File: src/rtl/parity_tx_pkg.sv
// parity_tx_pkg
// Shared types and line levels for the parity frame transmitter.
//   state_e     : frame sequencer states (3-bit encoding)
//   TX_IDLE_LVL : serial line level between frames
//   START_LVL   : start bit level
//   STOP_LVL    : stop bit level
package parity_tx_pkg;

  typedef enum logic [2:0] {
    IDLE   = 3'd0,
    START  = 3'd1,
    DATA   = 3'd2,
    PARITY = 3'd3,
    STOP   = 3'd4
  } state_e;

  localparam logic TX_IDLE_LVL = 1'b1;
  localparam logic START_LVL   = 1'b0;
  localparam logic STOP_LVL    = 1'b1;

endpackage

File: src/rtl/parity_frame_tx_parity_calc.sv
// parity_calc
// Combinational parity of one data word.
// Build option: PARITY_ODD_EN selects odd parity; even parity when undefined.
// Ports:
//   data   (in,  DATA_W) : word to protect
//   parity (out, 1)      : bit that makes data+parity even (or odd) in 1s
module parity_calc #(
  parameter int DATA_W = 4
) (
  input  logic [DATA_W-1:0] data,
  output logic              parity
);

`ifdef PARITY_ODD_EN
  assign parity = ~(^data);
`else
  assign parity = ^data;
`endif

endmodule

File: src/rtl/parity_frame_tx.sv
// parity_frame_tx
// Accepts words over valid/ready and serializes each one LSB first as
// start(0), DATA_W data bits, parity, stop(1), every bit CLKS_PER_BIT cycles.
// Build option: PARITY_ODD_EN (odd parity, handled in parity_calc).
// Ports:
//   clk        (in)          : system clock, rising edge
//   rst        (in)          : synchronous active-high reset
//   in_data    (in, DATA_W)  : word to transmit
//   in_valid   (in)          : in_data is valid
//   in_ready   (out)         : word can be accepted (IDLE only)
//   tx         (out)         : serial line, idles high
//   parity_out (out)         : parity of the last captured word
//   busy       (out)         : frame in progress
//   done       (out)         : one-cycle pulse in the first IDLE cycle after a frame
//
// state  | meaning
// IDLE   | line high, waiting for a word
// START  | driving the start bit
// DATA   | shifting data bits out, LSB first
// PARITY | driving the parity bit
// STOP   | driving the stop bit
module parity_frame_tx
  import parity_tx_pkg::*;
#(
  parameter int DATA_W       = 4,
  parameter int CLKS_PER_BIT = 4
) (
  input  logic              clk,
  input  logic              rst,
  input  logic [DATA_W-1:0] in_data,
  input  logic              in_valid,
  output logic              in_ready,
  output logic              tx,
  output logic              parity_out,
  output logic              busy,
  output logic              done
);

  localparam int BW = (DATA_W > 1) ? $clog2(DATA_W) : 1;
  localparam int CW = (CLKS_PER_BIT > 1) ? $clog2(CLKS_PER_BIT) : 1;
  localparam logic [BW-1:0] BIT_LAST = BW'(DATA_W - 1);
  localparam logic [CW-1:0] CYC_LAST = CW'(CLKS_PER_BIT - 1);

  state_e            state_q, state_d;
  logic [DATA_W-1:0] shift_q, shift_d;
  logic [BW-1:0]     bit_cnt_q, bit_cnt_d;
  logic [CW-1:0]     cyc_cnt_q, cyc_cnt_d;
  logic              tx_q, tx_d;
  logic              in_ready_q, in_ready_d;
  logic              busy_q, busy_d;
  logic              done_q, done_d;
  logic              parity_q, parity_d;
  logic              parity_w;
  logic              cyc_last;

  parity_calc #(.DATA_W(DATA_W)) u_parity_calc (
    .data   (in_data),
    .parity (parity_w)
  );

  assign cyc_last = (cyc_cnt_q == CYC_LAST);

  always_comb begin
    state_d   = state_q;
    shift_d   = shift_q;
    bit_cnt_d = bit_cnt_q;
    cyc_cnt_d = cyc_cnt_q;
    parity_d  = parity_q;
    done_d    = 1'b0;

    case (state_q)
      IDLE: begin
        if (in_valid && in_ready_q) begin
          state_d   = START;
          shift_d   = in_data;
          parity_d  = parity_w;
          bit_cnt_d = '0;
          cyc_cnt_d = '0;
        end
      end
      START: begin
        if (cyc_last) begin
          state_d   = DATA;
          cyc_cnt_d = '0;
        end else begin
          cyc_cnt_d = cyc_cnt_q + 1'b1;
        end
      end
      DATA: begin
        if (cyc_last) begin
          cyc_cnt_d = '0;
          if (bit_cnt_q == BIT_LAST) begin
            state_d   = PARITY;
            bit_cnt_d = '0;
          end else begin
            bit_cnt_d = bit_cnt_q + 1'b1;
            shift_d   = shift_q >> 1;
          end
        end else begin
          cyc_cnt_d = cyc_cnt_q + 1'b1;
        end
      end
      PARITY: begin
        if (cyc_last) begin
          state_d   = STOP;
          cyc_cnt_d = '0;
        end else begin
          cyc_cnt_d = cyc_cnt_q + 1'b1;
        end
      end
      STOP: begin
        if (cyc_last) begin
          state_d   = IDLE;
          cyc_cnt_d = '0;
          done_d    = 1'b1;
        end else begin
          cyc_cnt_d = cyc_cnt_q + 1'b1;
        end
      end
      default: begin
        state_d   = IDLE;
        bit_cnt_d = '0;
        cyc_cnt_d = '0;
      end
    endcase

    // Outputs are registered, so they are decoded from the state being entered.
    case (state_d)
      START:   tx_d = START_LVL;
      DATA:    tx_d = shift_d[0];
      PARITY:  tx_d = parity_d;
      STOP:    tx_d = STOP_LVL;
      default: tx_d = TX_IDLE_LVL;
    endcase
    in_ready_d = (state_d == IDLE);
    busy_d     = (state_d != IDLE);
  end

  always_ff @(posedge clk) begin
    if (rst) begin
      state_q    <= IDLE;
      shift_q    <= '0;
      bit_cnt_q  <= '0;
      cyc_cnt_q  <= '0;
      tx_q       <= TX_IDLE_LVL;
      in_ready_q <= 1'b1;
      busy_q     <= 1'b0;
      done_q     <= 1'b0;
      parity_q   <= 1'b0;
    end else begin
      state_q    <= state_d;
      shift_q    <= shift_d;
      bit_cnt_q  <= bit_cnt_d;
      cyc_cnt_q  <= cyc_cnt_d;
      tx_q       <= tx_d;
      in_ready_q <= in_ready_d;
      busy_q     <= busy_d;
      done_q     <= done_d;
      parity_q   <= parity_d;
    end
  end

  assign in_ready   = in_ready_q;
  assign tx         = tx_q;
  assign parity_out = parity_q;
  assign busy       = busy_q;
  assign done       = done_q;

endmodule

File: config.mk
export PLATFORM = sky130hd
export DESIGN_NAME = parity_frame_tx
export DESIGN_NICKNAME = d
export VERILOG_FILES = /design/src/rtl/parity_tx_pkg.sv /design/src/rtl/parity_frame_tx_parity_calc.sv /design/src/rtl/parity_frame_tx.sv
export SDC_FILE = /design/constraint.sdc
export NUM_CORES = 1
export LEC_CHECK = 0
export BUFFER_PORTS_ARGS = -buffer_cell sky130_fd_sc_hd__buf_2
export CAP_MARGIN = 10
export CORE_ASPECT_RATIO = 0.8
export CORE_UTILIZATION = 45
export CTS_BUF_LIST = sky130_fd_sc_hd__clkbuf_16
export CTS_CLUSTER_DIAMETER = 120
export DETAILED_ROUTE_END_ITERATION = 12
export PLACE_DENSITY_LB_ADDON = 0.12
export SETUP_SLACK_MARGIN = 0.4
export SLEW_MARGIN = 25
export SYNTH_ARGS = -nofsm -noshare
export SYNTH_HDL_FRONTEND = slang
export SYNTH_SLANG_ARGS = --single-unit
File: constraint.sdc
create_clock -name clk -period 1.89 [get_ports clk]
set_input_delay 0.2835 -clock clk [delete_from_list [all_inputs] [get_ports clk]]
set_output_delay 0.2835 -clock clk [all_outputs]
set_load 0.02 [all_outputs]
==> results.sh <==
export IMPL_port_buffers=11
export IMPL_setup_worst_path_end="tx"
export IMPL_final_hold_viol_count=0
export IMPL_finalSetupViolCount=0
export IMPL_critical_path_peak_fanout=4
export IMPL_clkTransAtPathRegs_ns=0.05
export IMPL_cp_start_kind="flop"
export IMPL_grt_first_pass_wirelength_um=3020
export IMPL_tightestPinTransition_ns=0.417
export IMPL_synthArstFlopShare_pct=0
export IMPL_finalWirelength_um=1820
export IMPL_tns_ns=0
export IMPL_yosys_area_share_simple_pct=30.1
export IMPL_r2r_end="tx"
export IMPL_layout_commonest_cell="buf_2"
export IMPL_clkSinkCount=16
export IMPL_rr_startpoint="bit_cnt_q[0]"
export IMPL_final_area_um2=1100
export IMPL_htree_levels=1
export IMPL_synthAdderAreaFrac_pct=4.20
export IMPL_synth_edff_count=0
export IMPL_syn_area_um2=893
export IMPL_die_x_um=51.8
export IMPL_worstSetupEndpointType="flop"
export IMPL_synthDistinctLibCells=39
export IMPL_p_per_area_nw_per_um2=844
export IMPL_clock_path_buffers=2
export IMPL_timing_max_slew_rel_slack_pct=72.1
export IMPL_antenna_found_initial=0
export IMPL_multi_input_area_um2=581
export IMPL_synth_xor_area_share_pct=4.90
export IMPL_postPlaceCellArea_um2=941
export IMPL_drt_iter0_markers=12
export IMPL_register_area_um2=329
export IMPL_rsz0062_at_grt="yes"
export IMPL_start_util_pct=47.7
export IMPL_min_from="in_data[3]"
export IMPL_nets=115
export IMPL_viasPerCell=5.69
export IMPL_tritoncts="done"
export IMPL_synthCells=91
export IMPL_drv_slew=0
export IMPL_final_fill_count=166
export IMPL_muxShareOfSynthArea_pct=1.68
export IMPL_cts_root_buf="clkbuf_16"
export IMPL_regToRegSetupSlack_ns=0.44
export IMPL_ant_nets=0
export IMPL_period_share_pct=76.6
export IMPL_synth_avg_cell_area_um2=9.82
export IMPL_max_freq_mhz=691
export IMPL_core_area_um2=1870
export IMPL_die_height_um=41.9
export IMPL_gr_usage_all_layers_pct=19.1
export IMPL_clock_latency_ns=0.24
export IMPL_die_area_um2=2170
export IMPL_ys_seq_area_share_pct=35.9
export IMPL_dp_hpwl_um=1240
export IMPL_worstSetupPathType="flop to flop"
export IMPL_skew_ns=0.00386
export IMPL_cp_arrival_ns=1.56
export IMPL_drc=0
export IMPL_grt_ovfl_total=0
export IMPL_place_gp_congestion=0.803
export IMPL_crit_path_start="bit_cnt_q[0]"
export IMPL_layout_common_cells="11 x buf_2, 9 x dfxtp_1, 7 x dfxtp_2"
export IMPL_grt_start_max_net_pins=17
export IMPL_syn_num_nets=101
export IMPL_reg2reg_depth=5
export IMPL_layout_drive_gt1_share_pct=35.9
export IMPL_cap_viol_max_count=0
export IMPL_ys_warnings_count=0
export IMPL_wl_per_cell_um=14.3
export IMPL_vias=722
export IMPL_required_ns=2.00
export IMPL_drt_pass1_iter_count=4
export IMPL_status="complete, no violations"
export IMPL_first_global_vias=634
export IMPL_holdCritPathClass="primary input to flop"
export IMPL_postCtsHoldBufs=0
export IMPL_synthFlopType="dfxtp_1"
export IMPL_fin_crit_ns=1.45
export IMPL_ios=12
export IMPL_areaGrowthSynthToFinish_pct=22.7
export IMPL_numCtsBuffers=3
export IMPL_leakage_nw=0.429
export IMPL_diodes=0
export IMPL_peakVddDrop_mv=0.685
export IMPL_ys_seq_elements=16
export IMPL_rows=14
export IMPL_synth_top_family_by_area="simple AND/OR/NAND/NOR gates"
export IMPL_synth_compound_area_share_pct=17.8
## worst min-delay path by stage
stage	slack (ns)	cells past startpoint	to
after floorplan	0.36	1	state_q[1]
after global placement	0.47	2	bit_cnt_q[1]
after detailed placement	0.47	2	bit_cnt_q[1]
after CTS	0.35	3	shift_q[3]
after global routing	0.38	3	shift_q[3]
final	0.34	3	shift_q[3]
## state kept, by name (all words and copies together), names as in the netlist
| name | cells |
|---|---|
| parity_out | 1 |
| in_ready | 1 |
| bit_cnt_q | 2 |
| cyc_cnt_q | 2 |
| shift_q | 4 |
| tx | 1 |
| busy | 1 |
| state_q | 3 |
| done | 1 |
## worst max-delay path, cell delays in order (launching register included)
cell and delay [ns]:
dfxtp_2 0.34, ha_4 0.17, nand2b_4 0.13, mux2_4 0.30, a211oi_4 0.25, a32oi_1 0.13
## cell usage after synthesis, types with 2 or more instances
library cell  count  area (µm²)
nor2_2            2        12.5
nand2b_1          2        12.5
o21ba_1           2        20.0
o21ai_0           3        15.0
and4b_1           2        20.0
a21oi_1           5        25.0
a32oi_1           2        17.5
nand2_1           4        15.0
dfxtp_1          16         320
and3b_1           2        17.5
nand3_1           2        10.0
a221oi_1          2        17.5
nand4_1           3        18.8
nor2_1            6        22.5
ha_1              3        37.5
xnor2_1           5        43.8
nand4b_1          2        17.5
nor2b_1           3        18.8
buf_6             3        33.8
nor3_1            3        15.0
## what timing repair did
action | in CTS | in global routing
setup buffers | 2 | 0
endpoints found under the setup margin | 4 | 5
pin swaps | 2 | 3
gates resized for setup | 4 | 12
## final cells by class
type	count	share of cell area [%]
multi-input combinational	69	53.0
sequential	16	30.0
timing repair buffer	14	7.08
clock buffer	3	6.85
tap	24	2.74
inverter	1	0.342
## power by group
group | total (mW) | leakage [nW] | switching (mW) | internal (mW)
clock network | 0.400 | 0.0370 | 0.123 | 0.277
registers | 0.386 | 0.134 | 0.0244 | 0.362
logic | 0.139 | 0.257 | 0.0771 | 0.0620
total | 0.925 | 0.429 | 0.225 | 0.701
## logic make-up after synthesis
logic type / Yosys count
xor gates and xnor gates: 5
buffers and inverters: 6
muxes: 1
and+or+nand+nor: 38
adders and majority gates: 3
DFF: 16
AOI/OAI and AO/OA: 22
## per-layer routing
metal	vias up	track usage [%]	wire length [µm]
met3	4	5.49	71
met5	-	0	0
met1	340	29.6	941
li1	363	-	-
met2	15	24.4	777
met4	0	6.49	25
## through the flow
step                      power, mW  std cells  setup WS, ns  utilization, %  hold slack [ns]
after floorplan               0.487         91         0.443               -            0.360
after global placement        0.522        122         0.349            50.2            0.465
after detailed placement      0.522        122         0.329            50.2            0.472
after CTS                     0.926        127         0.411            55.4            0.354
after global routing          0.967        127         0.389            58.5            0.383
final                         0.925        127         0.443            58.5            0.343
Power figures use the tool's default switching activity.
